`src/rtl/i2c_timing_pkg.sv`:
```
// rtl/i2c_timing_pkg.sv - shared timer state type and 50 MHz I2C interval constants
package i2c_timing_pkg;

  // Width of the interval constants below; matches the timer's default counter width
  localparam int TMR_CNT_W = 16;

  typedef enum logic {
    IDLE = 1'b0,
    RUN  = 1'b1
  } tmr_state_t;

  // Intervals in 20 ns clocks: 600 ns start setup/hold, 1.3 us bus free, 400 ns generic
  localparam logic [TMR_CNT_W-1:0] T_SU_STA = 16'd30;
  localparam logic [TMR_CNT_W-1:0] T_HD_STA = 16'd30;
  localparam logic [TMR_CNT_W-1:0] T_BUF    = 16'd65;
  localparam logic [TMR_CNT_W-1:0] T_400NS  = 16'd20;

endpackage

```
`src/rtl/i2c_delay_timer_if.sv`:
```
// rtl/i2c_delay_timer_if.sv - control/status bundle between I2C FSM and delay timer
interface i2c_delay_timer_if #(
  parameter int NUM_CH = 2,
  parameter int CNT_W  = 16
);

  logic [NUM_CH-1:0]       start;
  logic [NUM_CH-1:0]       cancel;
  logic [NUM_CH-1:0]       periodic;
  logic [NUM_CH*CNT_W-1:0] dly;
  logic [NUM_CH-1:0]       busy;
  logic [NUM_CH-1:0]       done;

  modport master (
    output start, cancel, periodic, dly,
    input  busy, done
  );

  modport slave (
    input  start, cancel, periodic, dly,
    output busy, done
  );

endinterface

```
`src/rtl/i2c_delay_timer_ch.sv`:
```
// rtl/i2c_delay_timer_ch.sv - one loadable down-counting delay channel
module i2c_delay_timer_ch
  import i2c_timing_pkg::*;
#(
  parameter int CNT_W  = 16,
  parameter int RETRIG = 0
) (
  input  logic             CLK,
  input  logic             rst,
  input  logic             start,
  input  logic             cancel,
  input  logic             periodic,
  input  logic [CNT_W-1:0] dly,
  output logic             busy,
  output logic             done
);

  tmr_state_t       state;
  logic [CNT_W-1:0] cnt;
  logic [CNT_W-1:0] reload;
  logic             per_lat;
  logic             expire;
  logic             accept;
  logic [CNT_W-1:0] load_val;

  // Expiry is decoded purely from registers so no input reaches done combinationally
  always_comb begin
    expire   = (state == RUN) && (cnt == '0);
    // A start is taken when idle, in our own expiry cycle, or at any time with retrigger
    accept   = start && ((state == IDLE) || expire || (RETRIG != 0));
    // N = 0 behaves as N = 1, so the loaded count saturates at zero
    load_val = (dly == '0) ? '0 : (dly - {{(CNT_W-1){1'b0}}, 1'b1});
  end

  // Channel FSM: reset, then cancel, then start, then count
  always_ff @(posedge CLK) begin
    if (!rst) begin
      state   <= IDLE;
      cnt     <= '0;
      reload  <= '0;
      per_lat <= 1'b0;
    end else if (cancel) begin
      state <= IDLE;
      cnt   <= '0;
    end else if (accept) begin
      state   <= RUN;
      cnt     <= load_val;
      reload  <= load_val;
      per_lat <= periodic;
    end else if (state == RUN) begin
      if (cnt == '0) begin
        if (per_lat) begin
          cnt <= reload;
        end else begin
          state <= IDLE;
        end
      end else begin
        cnt <= cnt - {{(CNT_W-1){1'b0}}, 1'b1};
      end
    end
  end

  assign busy = (state == RUN);
  assign done = expire;

endmodule

```
`src/rtl/i2c_delay_timer.sv`:
```
// rtl/i2c_delay_timer.sv - multi-channel programmable delay timer for the I2C controller
module i2c_delay_timer
  import i2c_timing_pkg::*;
#(
  parameter int NUM_CH = 2,
  parameter int CNT_W  = 16,
  parameter int RETRIG = 0
) (
  input  logic               CLK,
  input  logic               rst,
  i2c_delay_timer_if.slave   bus
);

  // One independent channel per bit; each takes its own CNT_W slice of dly
  for (genvar i = 0; i < NUM_CH; i++) begin : g_ch
    i2c_delay_timer_ch #(
      .CNT_W  (CNT_W),
      .RETRIG (RETRIG)
    ) u_ch (
      .CLK      (CLK),
      .rst      (rst),
      .start    (bus.start[i]),
      .cancel   (bus.cancel[i]),
      .periodic (bus.periodic[i]),
      .dly      (bus.dly[i*CNT_W +: CNT_W]),
      .busy     (bus.busy[i]),
      .done     (bus.done[i])
    );
  end

endmodule

```
`src/flat_wrapper.sv`:
```
// flat-port wrapper written by rule: the top's interface ports become plain ports
module i2c_delay_timer_flat import i2c_timing_pkg::*;
#(
  parameter int NUM_CH = 2,
  parameter int CNT_W  = 16,
  parameter int RETRIG = 0
)
  (CLK, rst, bus_start, bus_cancel, bus_periodic, bus_dly, bus_busy, bus_done);
  i2c_delay_timer_if #(.NUM_CH(NUM_CH), .CNT_W(CNT_W)) bus_i ();
  input  logic CLK;
  input  logic rst;
  input wire logic [$bits(bus_i.start)-1:0] bus_start;
  input wire logic [$bits(bus_i.cancel)-1:0] bus_cancel;
  input wire logic [$bits(bus_i.periodic)-1:0] bus_periodic;
  input wire logic [$bits(bus_i.dly)-1:0] bus_dly;
  output wire logic [$bits(bus_i.busy)-1:0] bus_busy;
  output wire logic [$bits(bus_i.done)-1:0] bus_done;
  assign bus_i.start = bus_start;
  assign bus_i.cancel = bus_cancel;
  assign bus_i.periodic = bus_periodic;
  assign bus_i.dly = bus_dly;
  assign bus_busy = bus_i.busy;
  assign bus_done = bus_i.done;
  i2c_delay_timer #(.NUM_CH(NUM_CH), .CNT_W(CNT_W), .RETRIG(RETRIG)) u_core (.CLK(CLK), .rst(rst), .bus(bus_i));
endmodule
```
`config.mk`:
```
export PLATFORM = sky130hd
export DESIGN_NAME = i2c_delay_timer_flat
export DESIGN_NICKNAME = d
export VERILOG_FILES = /design/src/rtl/i2c_timing_pkg.sv /design/src/rtl/i2c_delay_timer_if.sv /design/src/rtl/i2c_delay_timer_ch.sv /design/src/rtl/i2c_delay_timer.sv /design/src/flat_wrapper.sv
export SDC_FILE = /design/constraint.sdc
export NUM_CORES = 1
export LEC_CHECK = 0
export CORE_ASPECT_RATIO = 1.25
export CORE_MARGIN = 3
export CORE_UTILIZATION = 50
export CTS_BUF_LIST = sky130_fd_sc_hd__clkbuf_4 sky130_fd_sc_hd__clkbuf_8
export DETAILED_ROUTE_END_ITERATION = 7
export HOLD_SLACK_MARGIN = 0.03
export PLACE_DENSITY = 0.74
export SLEW_MARGIN = 30
export SYNTH_ARGS = -nofsm -noshare
export SYNTH_HDL_FRONTEND = slang
export SYNTH_SLANG_ARGS = --single-unit
```
`constraint.sdc`:
```
create_clock -name CLK -period 2.7 [get_ports CLK]
set_clock_uncertainty 0.05 [all_clocks]
set_input_delay 0.81 -clock CLK [delete_from_list [all_inputs] [get_ports CLK]]
set_output_delay 0.81 -clock CLK [all_outputs]
set_load 0.05 [all_outputs]
```
==> results_dict.tcl, run 1 <==
set metrics [dict create \
    synth-edff-count 0 \
    ant_nets 0 \
    vias_per_cell 5.89 \
    boundaryPins 44 \
    crit_buf_inv 1 \
    synth_seq_area_share_pct 29.9 \
    layout_commonest_cell "buf_4" \
    fp.dieH_um 113 \
    fin_nets 746 \
    post-route-period-util_pct 103 \
    power_per_cell_area_nw_per_um2 614 \
    post-place-ws_ps -649 \
    fillers 752 \
    worstSetupStartpointType "input pin" \
    cts-root-buf "clkbuf_8" \
    hold_viol 0 \
    layout-drive-gt1-share_pct 22.6 \
    worst_pin_slew_ps 629 \
    finalSetupTns_ps -125 \
    fin_ws_ps -67.5 \
    wl_per_cell_um 16.0 \
    syn_inst 601 \
    synthDistinctLibCells 62 \
    min_path_type "register to register" \
    drt-total-wl_um 13200 \
    antenna_found_initial 0 \
    first_pass_iters 5 \
    gr-total-overflow 0 \
    drc 0 \
    status "finished with violations" \
    crit_path_top_delay_cell "or4_4" \
    num_vias 4859 \
    cts_buffers 9 \
    path_max_fanout 2 \
    grt_pass1_vias 4726 \
    initial_utilization_pct 52.0 \
    yosysWarnings 0 \
    syn2layout_area_growth_pct 32.0 \
    min_period_ps 2770 \
    cp_cell_sequence "buf_6 > or4_4 > or4_4 > or4_4 > mux2i_2 > a211o_1 > o21ai_1" \
    syn-num-nets 647 \
    antenna_cells 0 \
    ir_worst_vdd_mv 0.463 \
    die_w_um 91.3 \
    clockBufferDepth 2 \
    fin_area_um2 6000 \
    cts.sinks 68 \
    ys_seq_elements 68 \
    rsz0062_at_grt "true" \
    p_leak_nw 2.42 \
    failed_checks "negative setup slack" \
    drv_cap 0 \
    max_freq_ghz 0.361 \
    die_area_um2 10300 \
    finalSetupViolCount 2 \
    core_um2 8750 \
    cts_tree "built" \
    grt_max_degree 34 \
    place_hpwl_um 9550 \
    netlist_area_um2 4550 \
    grt_use_total_pct 25.7 \
    grt_pass1_wl_um 21700 \
    regArea_um2 1370 \
    synthArstFlopShare_pct 0 \
    maxSlewHeadroom_pct 57.7 \
    setup.worst_path.class "input pin to register" \
    cp_top_family "simple AND/OR/NAND/NOR gates" \
    portBuffers 43 \
    report.final.slew_viol_count 0 \
    critPathCaptureType "register" \
    placed_cell_area_um2 5610 \
    globalplace.congestion 0.916 \
    final_cell_mix "buf_4 (85), nand2_1 (84), dfxtp_1 (62), nor2_1 (47)" \
    clk_pin_slew_ps 80 \
    fp-row-count 38 \
    multi_input_area_um2 3000 \
    cp.arrival_ps 3010 \
    insertion_delay_ps 350 \
    cp.required_ps 2940 \
    avgSynthCellArea_um2 7.57 \
    first_iter_violations 178 \
    total_power_mw 3.69 \
    synthFlopType "dfxtp_1" \
    htree_levels 3 \
    path_common_cell "or4_4" \
    slowest_delay_ps 560 \
]
worst paths after layout:
check	from	to	slack (ps)	depth (start not counted)
setup / recovery	bus_dly[19]	u_core.g_ch[1].u_ch.cnt[15]	-70	7
setup reg to reg	u_core.g_ch[1].u_ch.cnt[7]	u_core.g_ch[1].u_ch.cnt[8]	230	7
hold / removal	u_core.g_ch[1].u_ch.reload[13]	u_core.g_ch[1].u_ch.reload[13]	400	2
hold reg to reg	u_core.g_ch[1].u_ch.reload[13]	u_core.g_ch[1].u_ch.reload[13]	400	2
final cells by class:
type                    instances  area share [%]
clock inverters                 7            2.44
inverters                      11           0.688
clock buffers                   9            2.06
flip-flops and latches         68            22.9
multi-input cells             478            50.0
repair buffers                132            19.4
well taps                     120            2.50
worst register-to-register path: stages, from the launching register on:
cell and delay, ps:
dfxtp_1 340, or4_4 590, or3_4 450, nor4_1 280, nor2_1 160, buf_4 230
o21ai_0 200, a21oi_1 60
state kept, by name, indices dropped and copies added (netlist names):
signal,cells
u_core.g_ch.u_ch.reload,32
u_core.g_ch.u_ch.cnt,32
u_core.g_ch.u_ch.per_lat,2
u_core.g_ch.u_ch.busy,2
cell families (layout without fill, tap and decap cells):
logic type / after synthesis / count (layout) / share of synthesized area, %
XOR/XNOR: 29 / 29 / 5.58
adder cells (fa/ha/maj): 6 / 6 / 1.65
AND/OR/NAND/NOR: 259 / 259 / 28.9
flip-flops: 68 / 68 / 29.9
AO/OA/AOI/OAI: 166 / 166 / 23.9
multiplexers: 18 / 18 / 4.21
buffers and inverters: 55 / 159 / 5.83
metrics by stage:
| step | cells | util, % | hold slack (ps) |
|---|---|---|---|
| 2_1_floorplan | 601 | - | 389 |
| 3_3_place_gp | 803 | 64.1 | 403 |
| 3_5_place_dp | 803 | 64.1 | 404 |
| 4_1_cts | 819 | 67.4 | 403 |
| 5_1_grt | 825 | 68.6 | 428 |
| 6_report | 825 | 68.6 | 402 |
where the power goes:
part | switching, mW | internal [mW]
clock | 0.435 | 0.715
sequential | 0.0790 | 1.09
combinational | 0.727 | 0.644
total | 1.24 | 2.44
cells in the mapped netlist, drive strengths merged, types with 6 or more instances:
| cell type | count | share of area [%] |
|---|---|---|
| nor2b | 10 | 1.4 |
| nand2 | 84 | 6.9 |
| nand3 | 8 | 0.88 |
| nand4 | 9 | 1.2 |
| nor3b | 7 | 1.2 |
| buf | 16 | 2.6 |
| o31ai | 11 | 1.9 |
| clkbuf | 28 | 2.3 |
| ha | 6 | 1.7 |
| o21ai | 43 | 5.0 |
| a31oi | 15 | 2.1 |
| mux2i | 9 | 2.0 |
| a21boi | 18 | 3.5 |
| inv | 11 | 0.91 |
| xnor2 | 15 | 2.9 |
| mux2 | 9 | 2.2 |
| or3 | 14 | 2.0 |
| a21oi | 43 | 4.7 |
| nor4 | 15 | 2.1 |
| nor2 | 49 | 4.0 |
| or4 | 10 | 1.8 |
| xor2 | 14 | 2.7 |
| dfxtp | 68 | 30 |
| o211a | 6 | 1.3 |
| nand2b | 6 | 0.83 |
| o211ai | 14 | 2.3 |
| nor3 | 24 | 2.6 |
routing by layer:
| metal | part of all wire, % | wire length [um] | up-vias | track usage, % |
|---|---|---|---|---|
| met5 | 0 | 0 | - | 0 |
| met4 | 3.9 | 514 | 0 | 14.4 |
| met3 | 3.8 | 499 | 38 | 3.35 |
| met2 | 54 | 7080 | 139 | 47.6 |
| met1 | 39 | 5090 | 2305 | 27.8 |
| li1 | - | - | 2377 | - |
repair_timing:
| action | in CTS | in global routing |
|---|---|---|
| hold buffers | 0 | 0 |
| endpoints found under the setup margin | 18 | 13 |
| gates resized for setup | 32 | 13 |
| buffers inserted | 1 | 6 |
| endpoints found under the hold margin | 0 | 0 |
| pin swaps | 8 | 9 |
Power figures use the tool's default switching activity.
==> run 2: changes to the inputs <==
- CORE_ASPECT_RATIO: 1.25 -> 0.5
==> run 2 against run 1 <==
  * Final cell count shrank 1.2%
  * Combinational power barely moved
  * Largest cell class unchanged
  * Utilization is 1.3 points higher
  * Sequential share of layout area is 0.39 points higher
  * Via count decreased by 3.0%
  * Routed wire length fell by 5.9%
  * Sequential power barely moved
  * Non-clock buffer count fell by 2
  * Clock power is 28% lower
  * The flow now finishes without violations
  * Total power fell by 9.4%
  * Flip-flop and latch count unchanged
==> results_dict.tcl, run 2 (synthesized netlist as in run 1, its figures left out) <==
set metrics [dict create \
    post-route-period-util_pct 97.5 \
    portBuffers 43 \
    cp.required_ps 2930 \
    layout_commonest_cell "buf_4" \
    grt_max_degree 31 \
    first_iter_violations 382 \
    clockBufferDepth 2 \
    syn2layout_area_growth_pct 29.2 \
    final_cell_mix "buf_4 (85), nand2_1 (84), dfxtp_1 (65), nor2_1 (48)" \
    p_leak_nw 2.36 \
    place_hpwl_um 9130 \
    r2r_start "u_core.g_ch[1].u_ch.cnt[4]" \
    hold_viol 0 \
    crit_start "bus_dly[18]" \
    clk_pin_slew_ps 70 \
    insertion_delay_ps 350 \
    fp-row-count 23 \
    grt_pass1_wl_um 20700 \
    maxSlewHeadroom_pct 67.0 \
    finalSetupTns_ps 0 \
    ctsHoldBuffers 0 \
    drv_cap 0 \
    globalplace.congestion 0.909 \
    antenna_found_initial 0 \
    total_power_mw 3.34 \
    antenna_cells 0 \
    htree_levels 3 \
    grt_use_total_pct 24.5 \
    worstSetupStartpointType "input pin" \
    min_path_type "register to register" \
    fp.dieH_um 73.4 \
    cts.sinks 68 \
    finalSetupViolCount 0 \
    post-place-ws_ps -617 \
    vias_per_cell 5.79 \
    max_freq_ghz 0.380 \
    fin_ws_ps 66.8 \
    cp.arrival_ps 2870 \
    core_um2 8400 \
    min_period_ps 2630 \
    critPathCaptureType "register" \
    regArea_um2 1370 \
    die_area_um2 10300 \
    gr-total-overflow 0 \
    path_max_fanout 2 \
    setup.worst_path.class "input pin to register" \
    power_per_cell_area_nw_per_um2 568 \
    cts-root-buf "clkbuf_8" \
    status "completed" \
    first_pass_iters 5 \
    wl_per_cell_um 15.2 \
    largestRegisters "u_core.g_ch.u_ch.cnt: 32 flops, u_core.g_ch.u_ch.reload: 32 flops" \
    layout-drive-gt1-share_pct 22.0 \
    ir_worst_vdd_mv 0.352 \
    drc 0 \
    boundaryPins 44 \
    holdPathStages 2 \
    ant_nets 0 \
    fillers 707 \
    report.final.slew_viol_count 0 \
    die_w_um 141 \
    drt-total-wl_um 12400 \
    cts_buffers 9 \
    multi_input_area_um2 3010 \
    reg2reg_depth 7 \
    grt_pass1_vias 4431 \
    final_core_util_pct 69.9 \
    cts_tree "built" \
    timing.hold.ws_ps 411 \
    min-delay-start "u_core.g_ch[1].u_ch.reload[0]" \
    fin_nets 744 \
    worst_pin_slew_ps 494 \
    initial_utilization_pct 54.1 \
    num_vias 4715 \
]
## run 2: cell types whose count changed in the layout (fill, tap and decap cells not counted), moves of 2 or more
cell	previous run	this run
clkinvlp_4	0	3
buf_12	6	4
nor3_2	1	3
nor3_1	23	21
clkinv_2	0	3
bufinv_16	4	1
dfxtp_1	62	65
inv_6	2	0
dfxtp_2	4	2
## run 2: worst paths after layout
| kind | endpoint | slack, ps |
|---|---|---|
| setup / recovery | u_core.g_ch[1].u_ch.cnt[15] | 70 |
| hold / removal | u_core.g_ch[1].u_ch.reload[0] | 410 |
| setup reg to reg | u_core.g_ch[1].u_ch.cnt[3] | 190 |
| hold reg to reg | u_core.g_ch[1].u_ch.reload[0] | 410 |
## run 2: final cells by class
class	count	area share, %
clock buffer	9	2.11
inverter	11	0.703
timing repair buffer	130	19.1
multi-input combinational	478	51.3
sequential	68	23.3
clock inverter	7	1.15
tap	112	2.38
## run 2: where the power goes
group | switching [mW] | total, mW | internal (mW)
Clock | 0.408 | 0.829 | 0.421
Sequential | 0.0801 | 1.16 | 1.08
Combinational | 0.715 | 1.35 | 0.630
Total | 1.20 | 3.34 | 2.14
## run 2: repair_timing
item	4_1_cts	5_1_grt
pin swaps	7	4
endpoints found under the hold margin	0	0
gates resized for setup	25	15
setup buffers	0	2
setup endpoints to repair	21	14
## run 2: routing by layer
layer / up-vias / wire length [um] / track usage, %
li1: 2370 / - / -
met1: 2205 / 5560 / 30.9
met2: 121 / 6060 / 43.3
met3: 19 / 638 / 4.75
met4: 0 / 152 / 6.98
met5: - / 0 / 0
## run 2: worst max-delay path, cell delays in order
cell	delay, ps
buf_6	90
or4_4	520
or4_4	440
or4_4	430
mux2i_2	170
a211o_1	290
o21ai_1	100
## run 2: metrics by stage
stage | cell area [um^2] | cells
floorplan | 4560 | 601
global placement | 5610 | 798
detailed placement | 5610 | 798
CTS | 5800 | 813
global route | 5880 | 815
finish | 5880 | 815
==> run 3: changes to the inputs <==
- RECOVER_POWER: default -> 50
==> run 3 against run 2 <==
  * Routed wire length increased by 0.45%
  * Via count increased by 0.11%
  * Combinational power about the same
  * Global-route usage unchanged
  * Critical path type unchanged
==> results_dict.tcl, run 3 (synthesized netlist as in run 1, its figures left out) <==
set metrics [dict create \
    status "completed" \
    grt_pass1_vias 4431 \
    worstSetupStartpointType "input pin" \
    instances_no_fill 815 \
    critPathCaptureType "register" \
    power_switching_share_pct 36.2 \
    insertion_delay_ps 350 \
    cp_num_cells 7 \
    boundaryPins 44 \
    worst_pin_slew_ps 798 \
    fp.dieH_um 73.4 \
    core_um2 8400 \
    min_path_type "register to register" \
    syn2layout_area_growth_pct 28.3 \
    setup.worst_path.class "input pin to register" \
    ir_worst_vdd_mv 0.327 \
    crit_buf_inv 1 \
    fin_nets 744 \
    ant_nets 0 \
    cp.arrival_ps 2870 \
    finalSetupTns_ps 0 \
    p_leak_nw 2.34 \
    gr-total-overflow 0 \
    grt_pass1_wl_um 20700 \
    place_hpwl_um 9130 \
    hold_viol 0 \
    path_max_fanout 2 \
    antenna_found_initial 0 \
    power_per_cell_area_nw_per_um2 569 \
    drc 0 \
    first_pass_iters 6 \
    clockBufferDepth 2 \
    power_frac_clock_pct 25.0 \
    drt-total-wl_um 12500 \
    ctsHoldBuffers 0 \
    layout-drive-gt1-share_pct 21.2 \
    slowest_delay_ps 520 \
    max_freq_ghz 0.380 \
    grt_use_total_pct 24.5 \
    num_vias 4720 \
    r2r_slack_ps 200 \
    min_period_ps 2630 \
    maxSlewHeadroom_pct 46.8 \
    reg2reg_depth 7 \
    cp.required_ps 2930 \
    final_cell_mix "nand2_1 (84), buf_4 (79), dfxtp_1 (65), nor2_1 (48), a21oi_1 (42)" \
    cts_tree "built" \
    cts.sinks 68 \
    dp_cells 798 \
    combPwrFrac_pct 39.9 \
    first_iter_violations 395 \
    cts_buffers 9 \
    seqPwrFrac_pct 35.1 \
    timing.hold.ws_ps 411 \
    globalplace.congestion 0.909 \
    cp_top_family "simple AND/OR/NAND/NOR gates" \
    finalSetupViolCount 0 \
    cp_cell_sequence "buf_6 > or4_4 > or4_4 > or4_4 > mux2i_2 > a211o_1 > o21ai_1" \
    htree_levels 3 \
    path_common_cell "or4_4" \
    die_area_um2 10300 \
    drv_cap 0 \
    multi_input_area_um2 3010 \
    report.final.slew_viol_count 0 \
    antenna_cells 0 \
    fp-row-count 23 \
    p_int_mw 2.12 \
    vias_per_cell 5.79 \
    initial_utilization_pct 54.1 \
    wl_per_cell_um 15.3 \
    crit_path_top_delay_cell "or4_4" \
    portBuffers 43 \
    die_w_um 141 \
    p_switching_mw 1.20 \
    regArea_um2 1370 \
    largestRegisters "u_core.g_ch.u_ch.cnt: 32 flops, u_core.g_ch.u_ch.reload: 32 flops" \
    cts-root-buf "clkbuf_8" \
    grt_max_degree 31 \
    post-route-period-util_pct 97.6 \
    clk_pin_slew_ps 70 \
    fillers 721 \
    layout_commonest_cell "nand2_1" \
    holdPathStages 2 \
]
[run 3: path summary, 6_finish.rpt]
| path | from | endpoint |
|---|---|---|
| max | bus_dly[18] | u_core.g_ch[1].u_ch.cnt[15] |
| min | u_core.g_ch[1].u_ch.reload[0] | u_core.g_ch[1].u_ch.reload[0] |
| max reg2reg | u_core.g_ch[1].u_ch.cnt[4] | u_core.g_ch[1].u_ch.cnt[3] |
| min reg2reg | u_core.g_ch[1].u_ch.reload[0] | u_core.g_ch[1].u_ch.reload[0] |
[run 3: routing by layer]
layer  vias to the layer above  wire length (um)  track usage (%)
met2                       115              6090             43.3
li1                       2366                 -                -
met5                         -                 0                0
met3                        21               554             4.75
met1                      2218              5670             30.9
met4                         0               155             6.98
[run 3: layout make-up]
| class | instances | share of cell area (%) |
|---|---|---|
| repair buffers | 130 | 18.6 |
| well taps | 112 | 2.40 |
| flip-flops and latches | 68 | 23.4 |
| multi-input cells | 478 | 51.5 |
| inverters | 11 | 0.708 |
| clock inverters | 7 | 1.16 |
| clock buffers | 9 | 2.12 |
[run 3: worst min-delay path, cell delays in order, from the launching register on]
cell      delay (ps)
dfxtp_1          310
nand2_1           40
a21boi_0          60
[run 3: repair_timing]
action                     in CTS  in global routing
pin swaps                       7                  4
buffers inserted                0                  2
setup endpoints to repair      21                 14
gates resized for setup        25                 15
hold endpoints to repair        0                  0
[run 3: stage by stage]
| stage | area [um^2] | total power, mW | setup slack, ps | util [%] |
|---|---|---|---|---|
| 6_report | 5840 | 3.32 | 65.7 | 69.4 |
| 5_1_grt | 5840 | 3.53 | -15.0 | 69.4 |
| 4_1_cts | 5800 | 3.32 | -77.6 | 69.1 |
| 3_5_place_dp | 5610 | 2.49 | -617 | 66.7 |
| 3_3_place_gp | 5610 | 2.46 | -590 | 66.7 |
| 2_1_floorplan | 4560 | 2.06 | -142 | - |
[run 3: power groups by stage]
stage          clock [mW]  sequential (mW)  combinational (mW)
3_5_place_dp            0             1.18                1.31
6_report            0.830             1.17                1.33
5_1_grt             0.894             1.18                1.46
3_3_place_gp            0             1.17                1.28
4_1_cts             0.845             1.16                1.32
2_1_floorplan           0             1.16               0.898
